`config.mk`:
```
export PLATFORM = sky130hd
export DESIGN_NAME = sram_burst_reader_flat
export DESIGN_NICKNAME = d
export VERILOG_FILES = /design/src/rtl/sram_burst_pkg.sv /design/src/rtl/sram_burst_reader_if.sv /design/src/rtl/sram_burst_fifo.sv /design/src/rtl/sram_burst_reader.sv /design/src/flat_wrapper.sv
export SDC_FILE = /design/constraint.sdc
export NUM_CORES = 1
export LEC_CHECK = 0
export ABC_CLOCK_PERIOD_IN_PS = 4100
export CAP_MARGIN = 15
export CORE_ASPECT_RATIO = 1.75
export CORE_MARGIN = 2
export CORE_UTILIZATION = 49
export DETAILED_ROUTE_END_ITERATION = 10
export PLACE_DENSITY = 0.81
export SLEW_MARGIN = 15
export SYNTH_ARGS = -nofsm -noshare
export SYNTH_HDL_FRONTEND = slang
export SYNTH_SLANG_ARGS = --single-unit
```
`constraint.sdc`:
```
create_clock -name clk -period 4.1 [get_ports clk]
set_input_delay 0.82 -clock clk [delete_from_list [all_inputs] [get_ports clk]]
set_output_delay 0.82 -clock clk [all_outputs]
set_load 0.005 [all_outputs]
```
`src/rtl/sram_burst_pkg.sv`:
```
// Shared types and sizing helpers for the SRAM burst reader.
package sram_burst_pkg;

    typedef enum logic [1:0] {
        StIdle,
        StIssue,
        StDrain
    } state_e;

    localparam int unsigned RdLatencyDefault = 2;
    localparam int unsigned SmallTileDepth   = 128;
    localparam int unsigned LargeTileDepth   = 512;

    // Macros shallower than one large tile are built from small tiles.
    function automatic int unsigned tile_depth_sel(input int unsigned depth);
        return (depth < LargeTileDepth) ? SmallTileDepth : LargeTileDepth;
    endfunction

    // One entry per presented read: tag marks a real issue, last marks the burst's final word.
    typedef struct packed {
        logic tag;
        logic last;
    } pipe_t;

endpackage

```
`src/rtl/sram_burst_reader_if.sv`:
```
// Command, SRAM wrapper and output stream signals of the burst reader.
interface sram_burst_reader_if #(
    parameter int unsigned DATA_BIT = 128,
    parameter int unsigned ADDR_BIT = 10,
    parameter int unsigned LEN_BIT  = 11
) ();

    logic                cmd_valid;
    logic                cmd_ready;
    logic [ADDR_BIT-1:0] cmd_addr;
    logic [LEN_BIT-1:0]  cmd_len;

    logic [ADDR_BIT-1:0] sram_addr;
    logic                sram_ren;
    logic                sram_wen;
    logic [DATA_BIT-1:0] sram_rdata;

    logic                out_valid;
    logic                out_ready;
    logic [DATA_BIT-1:0] out_data;
    logic                out_last;

    logic                done;
    logic                busy;

    modport master (
        input  cmd_valid, cmd_addr, cmd_len, sram_rdata, out_ready,
        output cmd_ready, sram_addr, sram_ren, sram_wen, out_valid, out_data, out_last, done, busy
    );

    modport slave (
        output cmd_valid, cmd_addr, cmd_len, sram_rdata, out_ready,
        input  cmd_ready, sram_addr, sram_ren, sram_wen, out_valid, out_data, out_last, done, busy
    );

endinterface

```
`src/rtl/sram_burst_fifo.sv`:
```
// Synchronous FIFO with occupancy count; the head entry is visible combinationally.
module sram_burst_fifo #(
    parameter int unsigned Width = 129,
    parameter int unsigned Depth = 4,
    localparam int unsigned CntBit = $clog2(Depth + 1)
) (
    input  logic              clk,
    input  logic              rst_n,
    input  logic              push,
    input  logic [Width-1:0]  push_data,
    input  logic              pop,
    output logic [Width-1:0]  head,
    output logic [CntBit-1:0] count,
    output logic              empty
);

    localparam int unsigned PtrBit = (Depth > 1) ? $clog2(Depth) : 1;
    localparam logic [PtrBit-1:0] LastPtr = PtrBit'(Depth - 1);

    logic [Width-1:0]  mem_q [Depth];
    logic [PtrBit-1:0] wptr_q, rptr_q;
    logic [CntBit-1:0] count_q;
    logic              do_push, do_pop;

    assign do_push = push && (count_q != CntBit'(Depth));
    assign do_pop  = pop && (count_q != '0);

    always_ff @(posedge clk) begin
        if (do_push) begin
            mem_q[wptr_q] <= push_data;
        end
    end

    always_ff @(posedge clk or negedge rst_n) begin
        if (!rst_n) begin
            wptr_q  <= '0;
            rptr_q  <= '0;
            count_q <= '0;
        end else begin
            if (do_push) begin
                wptr_q <= (wptr_q == LastPtr) ? '0 : wptr_q + PtrBit'(1);
            end
            if (do_pop) begin
                rptr_q <= (rptr_q == LastPtr) ? '0 : rptr_q + PtrBit'(1);
            end
            if (do_push && !do_pop) begin
                count_q <= count_q + CntBit'(1);
            end else if (!do_push && do_pop) begin
                count_q <= count_q - CntBit'(1);
            end
        end
    end

    assign head  = mem_q[rptr_q];
    assign count = count_q;
    assign empty = (count_q == '0);

endmodule

```
`src/rtl/sram_burst_reader.sv`:
```
// Burst read front-end for the single-port SRAM wrapper with credit-based issue and a
// valid/ready output stream. Define SRAM_BURST_PERF_EN to add saturating perf counters.
module sram_burst_reader
    import sram_burst_pkg::*;
#(
    parameter int unsigned DATA_BIT   = 128,
    parameter int unsigned DEPTH      = 1024,
    parameter int unsigned ADDR_BIT   = $clog2(DEPTH),
    parameter int unsigned TILE_DEPTH = tile_depth_sel(DEPTH),
    parameter int unsigned RD_LATENCY = RdLatencyDefault,
    parameter int unsigned FIFO_DEPTH = 4,
    parameter int unsigned LEN_BIT    = ADDR_BIT + 1
) (
    input logic                 clk,
    input logic                 rst_n,
    sram_burst_reader_if.master bus
`ifdef SRAM_BURST_PERF_EN
    ,
    output logic [31:0]         perf_words,
    output logic [31:0]         perf_stall,
    output logic [31:0]         perf_bubble
`endif
);

    localparam int unsigned TileBit    = $clog2(TILE_DEPTH);
    localparam int unsigned FifoCntBit = $clog2(FIFO_DEPTH + 1);
    localparam int unsigned CreditBit  = $clog2(FIFO_DEPTH + RD_LATENCY + 2);

    state_e               state_q;
    logic [ADDR_BIT-1:0]  cur_q, cur_next, sram_addr_q;
    logic [LEN_BIT-1:0]   remain_q;
    logic                 hold_pend_q, sram_ren_q, done_q;
    pipe_t                issue_tag_q;
    pipe_t                pipe_q [RD_LATENCY];
    logic [CreditBit-1:0] inflight_cnt, credit_used;
    logic [FifoCntBit-1:0] fifo_cnt;
    logic [DATA_BIT:0]    fifo_head;
    logic                 fifo_empty, credit_ok, tile_end;
    logic                 do_issue, do_hold, pop, pop_last;

    // Every tagged read still in the pipe already owns a FIFO slot.
    always_comb begin
        inflight_cnt = CreditBit'(issue_tag_q.tag);
        for (int i = 0; i < int'(RD_LATENCY); i++) begin
            inflight_cnt = inflight_cnt + CreditBit'(pipe_q[i].tag);
        end
    end

    assign credit_used = inflight_cnt + CreditBit'(fifo_cnt);
    assign credit_ok   = credit_used < CreditBit'(FIFO_DEPTH);
    assign tile_end    = (&cur_q[TileBit-1:0]) || (cur_q == ADDR_BIT'(DEPTH - 1));
    assign cur_next    = (cur_q == ADDR_BIT'(DEPTH - 1)) ? '0 : cur_q + ADDR_BIT'(1);
    assign do_hold     = (state_q == StIssue) &&
                         (hold_pend_q || (!credit_ok && issue_tag_q.tag));
    assign do_issue    = (state_q == StIssue) && !hold_pend_q && credit_ok;

    always_ff @(posedge clk or negedge rst_n) begin
        if (!rst_n) begin
            state_q     <= StIdle;
            cur_q       <= '0;
            remain_q    <= '0;
            hold_pend_q <= 1'b0;
            sram_ren_q  <= 1'b0;
            sram_addr_q <= '0;
            issue_tag_q <= '0;
            done_q      <= 1'b0;
        end else begin
            done_q <= 1'b0;
            unique case (state_q)
                StIdle: begin
                    sram_ren_q  <= 1'b0;
                    issue_tag_q <= '0;
                    if (bus.cmd_valid) begin
                        if (bus.cmd_len == '0) begin
                            done_q <= 1'b1;
                        end else begin
                            cur_q       <= bus.cmd_addr;
                            remain_q    <= bus.cmd_len;
                            hold_pend_q <= 1'b0;
                            state_q     <= StIssue;
                        end
                    end
                end
                StIssue: begin
                    if (do_hold) begin
                        // Re-present the previous address; its data is never tagged.
                        sram_ren_q  <= 1'b1;
                        issue_tag_q <= '0;
                        hold_pend_q <= 1'b0;
                        if (remain_q == '0) begin
                            state_q <= StDrain;
                        end
                    end else if (do_issue) begin
                        sram_ren_q  <= 1'b1;
                        sram_addr_q <= cur_q;
                        issue_tag_q <= '{tag: 1'b1, last: (remain_q == LEN_BIT'(1))};
                        cur_q       <= cur_next;
                        remain_q    <= remain_q - LEN_BIT'(1);
                        hold_pend_q <= (remain_q == LEN_BIT'(1)) || tile_end;
                    end else begin
                        sram_ren_q  <= 1'b0;
                        issue_tag_q <= '0;
                    end
                end
                StDrain: begin
                    sram_ren_q  <= 1'b0;
                    issue_tag_q <= '0;
                    if (pop_last) begin
                        done_q  <= 1'b1;
                        state_q <= StIdle;
                    end
                end
                default: state_q <= StIdle;
            endcase
        end
    end

    always_ff @(posedge clk or negedge rst_n) begin
        if (!rst_n) begin
            for (int i = 0; i < int'(RD_LATENCY); i++) begin
                pipe_q[i] <= '0;
            end
        end else begin
            pipe_q[0] <= issue_tag_q;
            for (int i = 1; i < int'(RD_LATENCY); i++) begin
                pipe_q[i] <= pipe_q[i-1];
            end
        end
    end

    sram_burst_fifo #(
        .Width (DATA_BIT + 1),
        .Depth (FIFO_DEPTH)
    ) u_fifo (
        .clk       (clk),
        .rst_n     (rst_n),
        .push      (pipe_q[RD_LATENCY-1].tag),
        .push_data ({pipe_q[RD_LATENCY-1].last, bus.sram_rdata}),
        .pop       (pop),
        .head      (fifo_head),
        .count     (fifo_cnt),
        .empty     (fifo_empty)
    );

    assign pop      = !fifo_empty && bus.out_ready;
    assign pop_last = pop && fifo_head[DATA_BIT];

    assign bus.cmd_ready = (state_q == StIdle);
    assign bus.busy      = (state_q != StIdle);
    assign bus.done      = done_q;
    assign bus.sram_addr = sram_addr_q;
    assign bus.sram_ren  = sram_ren_q;
    assign bus.sram_wen  = 1'b0;
    assign bus.out_valid = !fifo_empty;
    assign bus.out_data  = fifo_head[DATA_BIT-1:0];
    assign bus.out_last  = !fifo_empty && fifo_head[DATA_BIT];

`ifdef SRAM_BURST_PERF_EN
    logic [31:0] perf_words_q, perf_stall_q, perf_bubble_q;
    logic        do_stall;

    assign do_stall = (state_q == StIssue) && !hold_pend_q && !credit_ok;

    always_ff @(posedge clk or negedge rst_n) begin
        if (!rst_n) begin
            perf_words_q  <= '0;
            perf_stall_q  <= '0;
            perf_bubble_q <= '0;
        end else begin
            if (pop && (perf_words_q != '1)) begin
                perf_words_q <= perf_words_q + 32'd1;
            end
            if (do_stall && (perf_stall_q != '1)) begin
                perf_stall_q <= perf_stall_q + 32'd1;
            end
            if (do_hold && (perf_bubble_q != '1)) begin
                perf_bubble_q <= perf_bubble_q + 32'd1;
            end
        end
    end

    assign perf_words  = perf_words_q;
    assign perf_stall  = perf_stall_q;
    assign perf_bubble = perf_bubble_q;
`endif

endmodule

```
`src/flat_wrapper.sv`:
```
// flat-port wrapper written by rule: the top's interface ports become plain ports
module sram_burst_reader_flat import sram_burst_pkg::*;
#(
    parameter int unsigned DATA_BIT   = 128,
    parameter int unsigned DEPTH      = 1024,
    parameter int unsigned ADDR_BIT   = $clog2(DEPTH),
    parameter int unsigned TILE_DEPTH = tile_depth_sel(DEPTH),
    parameter int unsigned RD_LATENCY = RdLatencyDefault,
    parameter int unsigned FIFO_DEPTH = 4,
    parameter int unsigned LEN_BIT    = ADDR_BIT + 1
)
  (clk, rst_n, bus_cmd_valid, bus_cmd_addr, bus_cmd_len, bus_sram_rdata, bus_out_ready, bus_cmd_ready, bus_sram_addr, bus_sram_ren, bus_sram_wen, bus_out_valid, bus_out_data, bus_out_last, bus_done, bus_busy);
  sram_burst_reader_if #(.DATA_BIT(DATA_BIT), .ADDR_BIT(ADDR_BIT), .LEN_BIT(LEN_BIT)) bus_i ();
  input logic clk;
  input logic rst_n;
  input wire logic [$bits(bus_i.cmd_valid)-1:0] bus_cmd_valid;
  input wire logic [$bits(bus_i.cmd_addr)-1:0] bus_cmd_addr;
  input wire logic [$bits(bus_i.cmd_len)-1:0] bus_cmd_len;
  input wire logic [$bits(bus_i.sram_rdata)-1:0] bus_sram_rdata;
  input wire logic [$bits(bus_i.out_ready)-1:0] bus_out_ready;
  output wire logic [$bits(bus_i.cmd_ready)-1:0] bus_cmd_ready;
  output wire logic [$bits(bus_i.sram_addr)-1:0] bus_sram_addr;
  output wire logic [$bits(bus_i.sram_ren)-1:0] bus_sram_ren;
  output wire logic [$bits(bus_i.sram_wen)-1:0] bus_sram_wen;
  output wire logic [$bits(bus_i.out_valid)-1:0] bus_out_valid;
  output wire logic [$bits(bus_i.out_data)-1:0] bus_out_data;
  output wire logic [$bits(bus_i.out_last)-1:0] bus_out_last;
  output wire logic [$bits(bus_i.done)-1:0] bus_done;
  output wire logic [$bits(bus_i.busy)-1:0] bus_busy;
  assign bus_i.cmd_valid = bus_cmd_valid;
  assign bus_i.cmd_addr = bus_cmd_addr;
  assign bus_i.cmd_len = bus_cmd_len;
  assign bus_i.sram_rdata = bus_sram_rdata;
  assign bus_i.out_ready = bus_out_ready;
  assign bus_cmd_ready = bus_i.cmd_ready;
  assign bus_sram_addr = bus_i.sram_addr;
  assign bus_sram_ren = bus_i.sram_ren;
  assign bus_sram_wen = bus_i.sram_wen;
  assign bus_out_valid = bus_i.out_valid;
  assign bus_out_data = bus_i.out_data;
  assign bus_out_last = bus_i.out_last;
  assign bus_done = bus_i.done;
  assign bus_busy = bus_i.busy;
  sram_burst_reader #(.DATA_BIT(DATA_BIT), .DEPTH(DEPTH), .ADDR_BIT(ADDR_BIT), .TILE_DEPTH(TILE_DEPTH), .RD_LATENCY(RD_LATENCY), .FIFO_DEPTH(FIFO_DEPTH), .LEN_BIT(LEN_BIT)) u_core (.clk(clk), .rst_n(rst_n), .bus(bus_i));
endmodule
```
Yosys cells after proc, flatten, opt, wreduce, memory -nomap -nowiden
Memories as Yosys holds them, arrays and structs flattened.
Index checks and enable logic that the tools add are counted.
Word-level totals
  input port bits: 153
  register bits: 49
  memories kept: 1
  logic and storage cells: 115
  memory bits (writable): 516
Operators by class
  equality and inequality tests: 15
  muxes and demuxes: 38
  $lt $le $gt $ge: 1
  $add $sub $neg: 9
  bitwise operators: 1
  reduce and logical (&&, ||, !) cells: 34
Memories
  u_core.u_fifo.mem_q: depth 4, bits a word 129, read ports 1, clocked after Yosys merged registers in 0, wr ports 1, line sram_burst_fifo.sv:20  | logic [Width-1:0] mem_q [Depth];
Operators with widths (count)
  $mux 10: 5
  $mux 11: 4
  $logic_not 11->1: 2
  $pmux 11 s2: 1
  $pmux 10 s2: 1
  $mux 2: 9
  $eq 11x1->1 const B: 1
  $logic_and 1x1->1: 11
  $mux 1: 11
  $sub 11x1->11 const B: 1
  $add 10x1->10 const B: 1
  $eq 10x10->1 const B: 1
  $reduce_and 5->1: 2
  $reduce_and 9->1: 1
  $ne 2x2->1 const B: 4
  $reduce_bool 2->1: 4
  $eq 2x2->1 const B: 3
  $mux 3: 2
  $ne 2x1->1 const B: 3
  $pmux 1 s2: 3
  $pmux 2 s3: 1
  $logic_not 1->1: 5
  $add 2x1->2 const B: 2
  $pmux 2 s2: 1
  17 further kinds: 19

Depth between registers and ports, before layout
  word-level depth: 10
  depth in mapped cells: 10
  gate-level depth less buffers: 9

Hierarchy
A second synthesis with hierarchy kept.
Second synthesis, totals
  cells, all modules: 960
  area, all modules: 21400.5 um2
Modules (own cells, without submodules)
  sram_burst_fifo: cells each 711, area an instance 19040.8 um2, sequential area each 15670.0 um2, instances 1
  sram_burst_reader: cells each 249, area an instance 2359.8 um2, sequential area each 1051.0 um2, instances 1

Least setup slack after synthesis
OpenSTA, ideal clock, no wires.
  kind: register to register
  from: register u_core.u_fifo.count_q[2], in the netlist u_core.u_fifo.count[2]
  to: memory u_core.u_fifo.mem_q[0][0], enable pin
  slack: -0.274 ns
  stages on the path, launching flop included: 4
  setup time: 0.503 ns
  data arrival time: 3.871 ns
  required time: 3.597 ns
  clock period less this slack: 4.374 ns
  path through: dfrtp_1 -> clkbuf_1 -> a21boi_1 -> and2_1
On the way
  word-level cells in the longest chain between the ends: 4
Ends and longest elaborated chain
  start, declared: line sram_burst_fifo.sv:22  | logic [CntBit-1:0] count_q;
  start signal, assigned: line sram_burst_fifo.sv:47  | count_q <= count_q + CntBit'(1);
  start signal, assigned: line sram_burst_fifo.sv:49  | count_q <= count_q - CntBit'(1);
  $ne 3x3->1: line sram_burst_fifo.sv:25  | assign do_push = push && (count_q != CntBit'(Depth));
  $logic_and 1x1->1: line sram_burst_fifo.sv:25
  named net u_core.u_fifo.do_push: line sram_burst_fifo.sv:23  | logic do_push, do_pop;
  $mux 1: line sram_burst_fifo.sv:29  | if (do_push) begin
  $mux 1 (not written as such): line sram_burst_fifo.sv:30  | mem_q[wptr_q] <= push_data;
  end, declared: line sram_burst_fifo.sv:20
The timed path passes the listed nets, and every way through them passes these cells.

Worst setup path in the final report
  from: register u_core.u_fifo.rptr_q[0]
  to: output bus_out_data[91]
On the way
  word-level cells in the longest chain between the ends: 1
Ends and longest elaborated chain
  start, declared: line sram_burst_fifo.sv:21  | logic [PtrBit-1:0] wptr_q, rptr_q;
  start signal, assigned: line sram_burst_fifo.sv:44  | rptr_q <= (rptr_q == LastPtr) ? '0 : rptr_q + PtrBit'(1);
  $mem_v2 4x129
  end, declared: line flat_wrapper.sv:26  | output wire logic [$bits(bus_i.out_data)-1:0] bus_out_data;
Every way passes these cells.

==> impl_metrics.csv <==
group,metric,value,unit
clock_network,hold_buffers,0,
layout,nFillCells,2931,
worst_setup_path,r2r_end,"u_core.remain_q[6]",
worst_setup_path,cp_max_fo,32,
clock_network,cts_resized,0,
logic_synthesis,syn_nets,1124,
worst_setup_path,critPathArrivalTime,2.84,ns
die,initial_core_util,49.3,%
placement,placed_area,25000,sq um
route,first_pass_iters,5,
timing,timing.slew.headroom,34.8,%
route,via_count,10700,
logic_synthesis,ys_seq_area_share,78.7,%
grt,antenna_found_initial,13,
placement,gp_congestion,0.868,
die,die_area,45100,sq um
clock_network,numCtsBuffers,48,
run_status,status,"complete, no violations",
worst_setup_path,cp-start-kind,"flip-flop",
grt,grt_pass1_vias,11400,
route,detail-route-antenna-nets,0,
die,core.rowCount,101,
logic_synthesis,avgSynthCellArea,22.2,sq um
logic_synthesis,syn_inst,957,
timing,rsz0062_at_grt,"false",
logic_synthesis,ys_ff_latch,565,
worst_setup_path,endpoint,"bus_out_data[91]",
route,post_drt_wl_per_cell,23.7,um
timing,finalHoldViolations,0,
grt,grtUsageTotal,19.9,%
logic_synthesis,synth_top_cell_by_area,"edfxtp_1",
grt,grt_max_degree,67,
logic_synthesis,synth_common_cells,"edfxtp_1, mux4_2, dfrtp_1, nand2_1, a21oi_1",
worst_setup_path,worstPathRequired,3.28,ns
logic_synthesis,synth_top_area_share,72.9,%
logic_synthesis,synth-compound-area-share,2.70,%
clock_network,clockRootBuffer,"clkbuf_16",
timing,tns,0,ns
timing,layout_min_cycle_time,3.66,ns
timing,setup_viol,0,
power_and_ir_drop,leakagePower,8.75,nW
grt,grt_overflow,0,
power_and_ir_drop,switching_power,5.76,mW
power_and_ir_drop,internal_power,14.3,mW
grt,grt_pass1_wl,67600,um
route,drt_iter0_drc,742,
clock_network,htree_num_levels,2,
clock_network,cts_tree,"built",
timing,fmax,274,MHz
logic_synthesis,synthDistinctLibCells,57,
power_and_ir_drop,power_density,754,nW/um^2
flow_run,maxCapViolations,0,
timing,skew,0.0208,ns
timing,tightest_slew,0.975,ns
route,vias_per_cell,5.64,
timing,period_share,89.2,%
worst_setup_path,end_kind,"primary output",
logic_synthesis,synth_mux_area_share,14.3,%
placement,portBuffers,296,
route,finalWirelength,44800,um
power_and_ir_drop,seqPwrFrac,43.0,%
logic_synthesis,synth_edf_count,516,
clock_network,clkTransAtPathRegs,0.07,ns
layout,final_cell_area,26600,sq um
worst_setup_path,rrSetupSlack,1.12,ns
clock_network,clk_path_buf_depth,3,
logic_synthesis,synth_top_family_by_area,"multiplexers",
layout,nNetsFinal,1448,
logic_synthesis,yosys.area_share.adder,0.860,%
worst_setup_path,r2r-start,"u_core.issue_tag_q[1]",
power_and_ir_drop,peakVddDrop,0.556,mV
power_and_ir_drop,pwr-share-comb,34.5,%
die,die_x,161,um
clock_network,insertion_delay,0.57,ns
worst_hold_path,min_path_type,"input pin to async pin",
layout,syn_to_final_growth,25.3,%
power_and_ir_drop,power.share.clock,22.5,%
logic_synthesis,synthFlopType,"edfxtp_1",
clock_network,postCtsSetupBuffers,0,
logic_synthesis,syn_area,21200,sq um
worst_setup_path,crit_start,"u_core.u_fifo.rptr_q[0]",
logic_synthesis,synthArstFlopShare,8.67,%
layout,drive_gt1_share,19.0,%
logic_synthesis,synth.most_common_cell,"edfxtp_1",
die,io_pins,298,
route,drcViolationCount,0,
worst_setup_path,crit_type,"flip-flop to primary output",
power_and_ir_drop,swShare,28.7,%
clock_network,clock_sinks,565,
worst_setup_path,worst-r2r-cell-count,7,
die,die_h,279,um
logic_synthesis,synth_xor_area_share,0.165,%
layout,seqCellArea,16700,sq um
logic_synthesis,yosys.area_share.simple,2.18,%
logic_synthesis,ys_top_cells_by_area,"edfxtp_1, mux4_2, dfrtp_1",
power_and_ir_drop,p_total,20.1,mW
die,core-area,43100,sq um
timing,fin_hold_ws,0.300,ns
timing,report.final.slew_viol_count,0,
placement,hpwl,28600,um
layout,multi_input_area,4300,sq um
logic_synthesis,ys_warn_count,0,
[cell type report]
type | instances | area share (%)
clock inverter | 27 | 1.10
tap | 566 | 2.66
sequential | 565 | 62.8
multi-input combinational | 337 | 16.1
inverter | 12 | 0.169
antenna | 11 | 0.103
clock buffer | 57 | 4.79
timing repair buffer | 317 | 12.2
[routing by layer]
metal	wire length, um	GRT usage [%]	share of wire [%]
met5	41	0	0.092
met4	2420	10.2	5.4
met3	2400	3.61	5.4
met2	24200	35.5	54
met1	15700	22.8	35
[flip-flops by register name, indices dropped and copies added, names as in the netlist]
register	cells
u_core.remain_q	11
u_core.u_fifo.count	3
u_core.bus.sram_addr	10
u_core.hold_pend_q	1
u_core.u_fifo.rptr_q	2
u_core.state_q	2
u_core.issue_tag_q	2
u_core.u_fifo.wptr_q	2
u_core.pipe_q	4
u_core.bus.done	1
u_core.u_fifo.mem_q	516
u_core.bus.sram_ren	1
u_core.cur_q	10
[cells in the final DEF, fill, tap and decap left out, types with 4 or more instances in the layout]
cell type	n
nor3_1	10
clkinv_4	4
o31ai_1	4
a31o_2	4
mux2_2	11
dfrtp_1	47
buf_4	12
inv_1	12
ha_1	13
nor2_1	21
clkinv_1	7
clkinvlp_4	4
nor4_1	5
clkbuf_1	6
and2_4	4
bufinv_16	5
a31oi_1	12
o22ai_1	5
diode_2	11
nand3_1	4
clkbuf_16	49
mux4_2	129
a22oi_1	4
edfxtp_1	516
buf_12	10
nand2_1	24
clkdlybuf4s50_1	295
o21ai_0	16
a21oi_1	22
[worst min-delay path by stage]
stage                               endpoint              from  slack, ns  cells past startpoint
after floorplan             u_core.pipe_q[0]  u_core.pipe_q[2]       0.33                      0
after global placement      u_core.pipe_q[0]  u_core.pipe_q[2]       0.34                      0
after detailed placement    u_core.pipe_q[0]  u_core.pipe_q[2]       0.35                      0
after CTS                   u_core.pipe_q[0]  u_core.pipe_q[2]       0.37                      0
after global routing      u_core.remain_q[3]             rst_n       0.34                      1
final                        u_core.cur_q[8]             rst_n       0.30                      1
[through the flow]
stage               instances  util [%]  setup WS [ns]
CTS                      1881      61.7          0.329
finish                   1892      61.8          0.445
global placement         1797      58.1          0.932
global route             1892      61.8          0.266
detailed placement       1797      58.1          0.921
floorplan                 957         -           1.14
[logic make-up (layout without fill, tap and decap cells)]
family,after synthesis,count (layout)
other,1,12
adder cells (fa/ha/maj),14,14
flip-flops,565,565
buffers and inverters,55,413
AO/OA/AOI/OAI,89,89
XOR/XNOR,4,4
AND/OR/NAND/NOR,89,89
multiplexers,140,140
[power by group through the flow]
stage | clock network (mW) | registers [mW] | logic [mW]
after floorplan | 0 | 8.50 | 3.73
final | 4.51 | 8.64 | 6.93
after CTS | 4.62 | 8.66 | 7.09
after detailed placement | 0 | 8.76 | 7.05
after global placement | 0 | 8.65 | 6.97
after global routing | 4.81 | 8.78 | 7.43
[worst max-delay path: stages (launching register included)]
cell	delay [ns]
dfrtp_4	0.85
buf_12	0.34
mux4_2	0.58
clkdlybuf4s50_1	0.48
No activity file was read; power rests on OpenSTA's default activity.
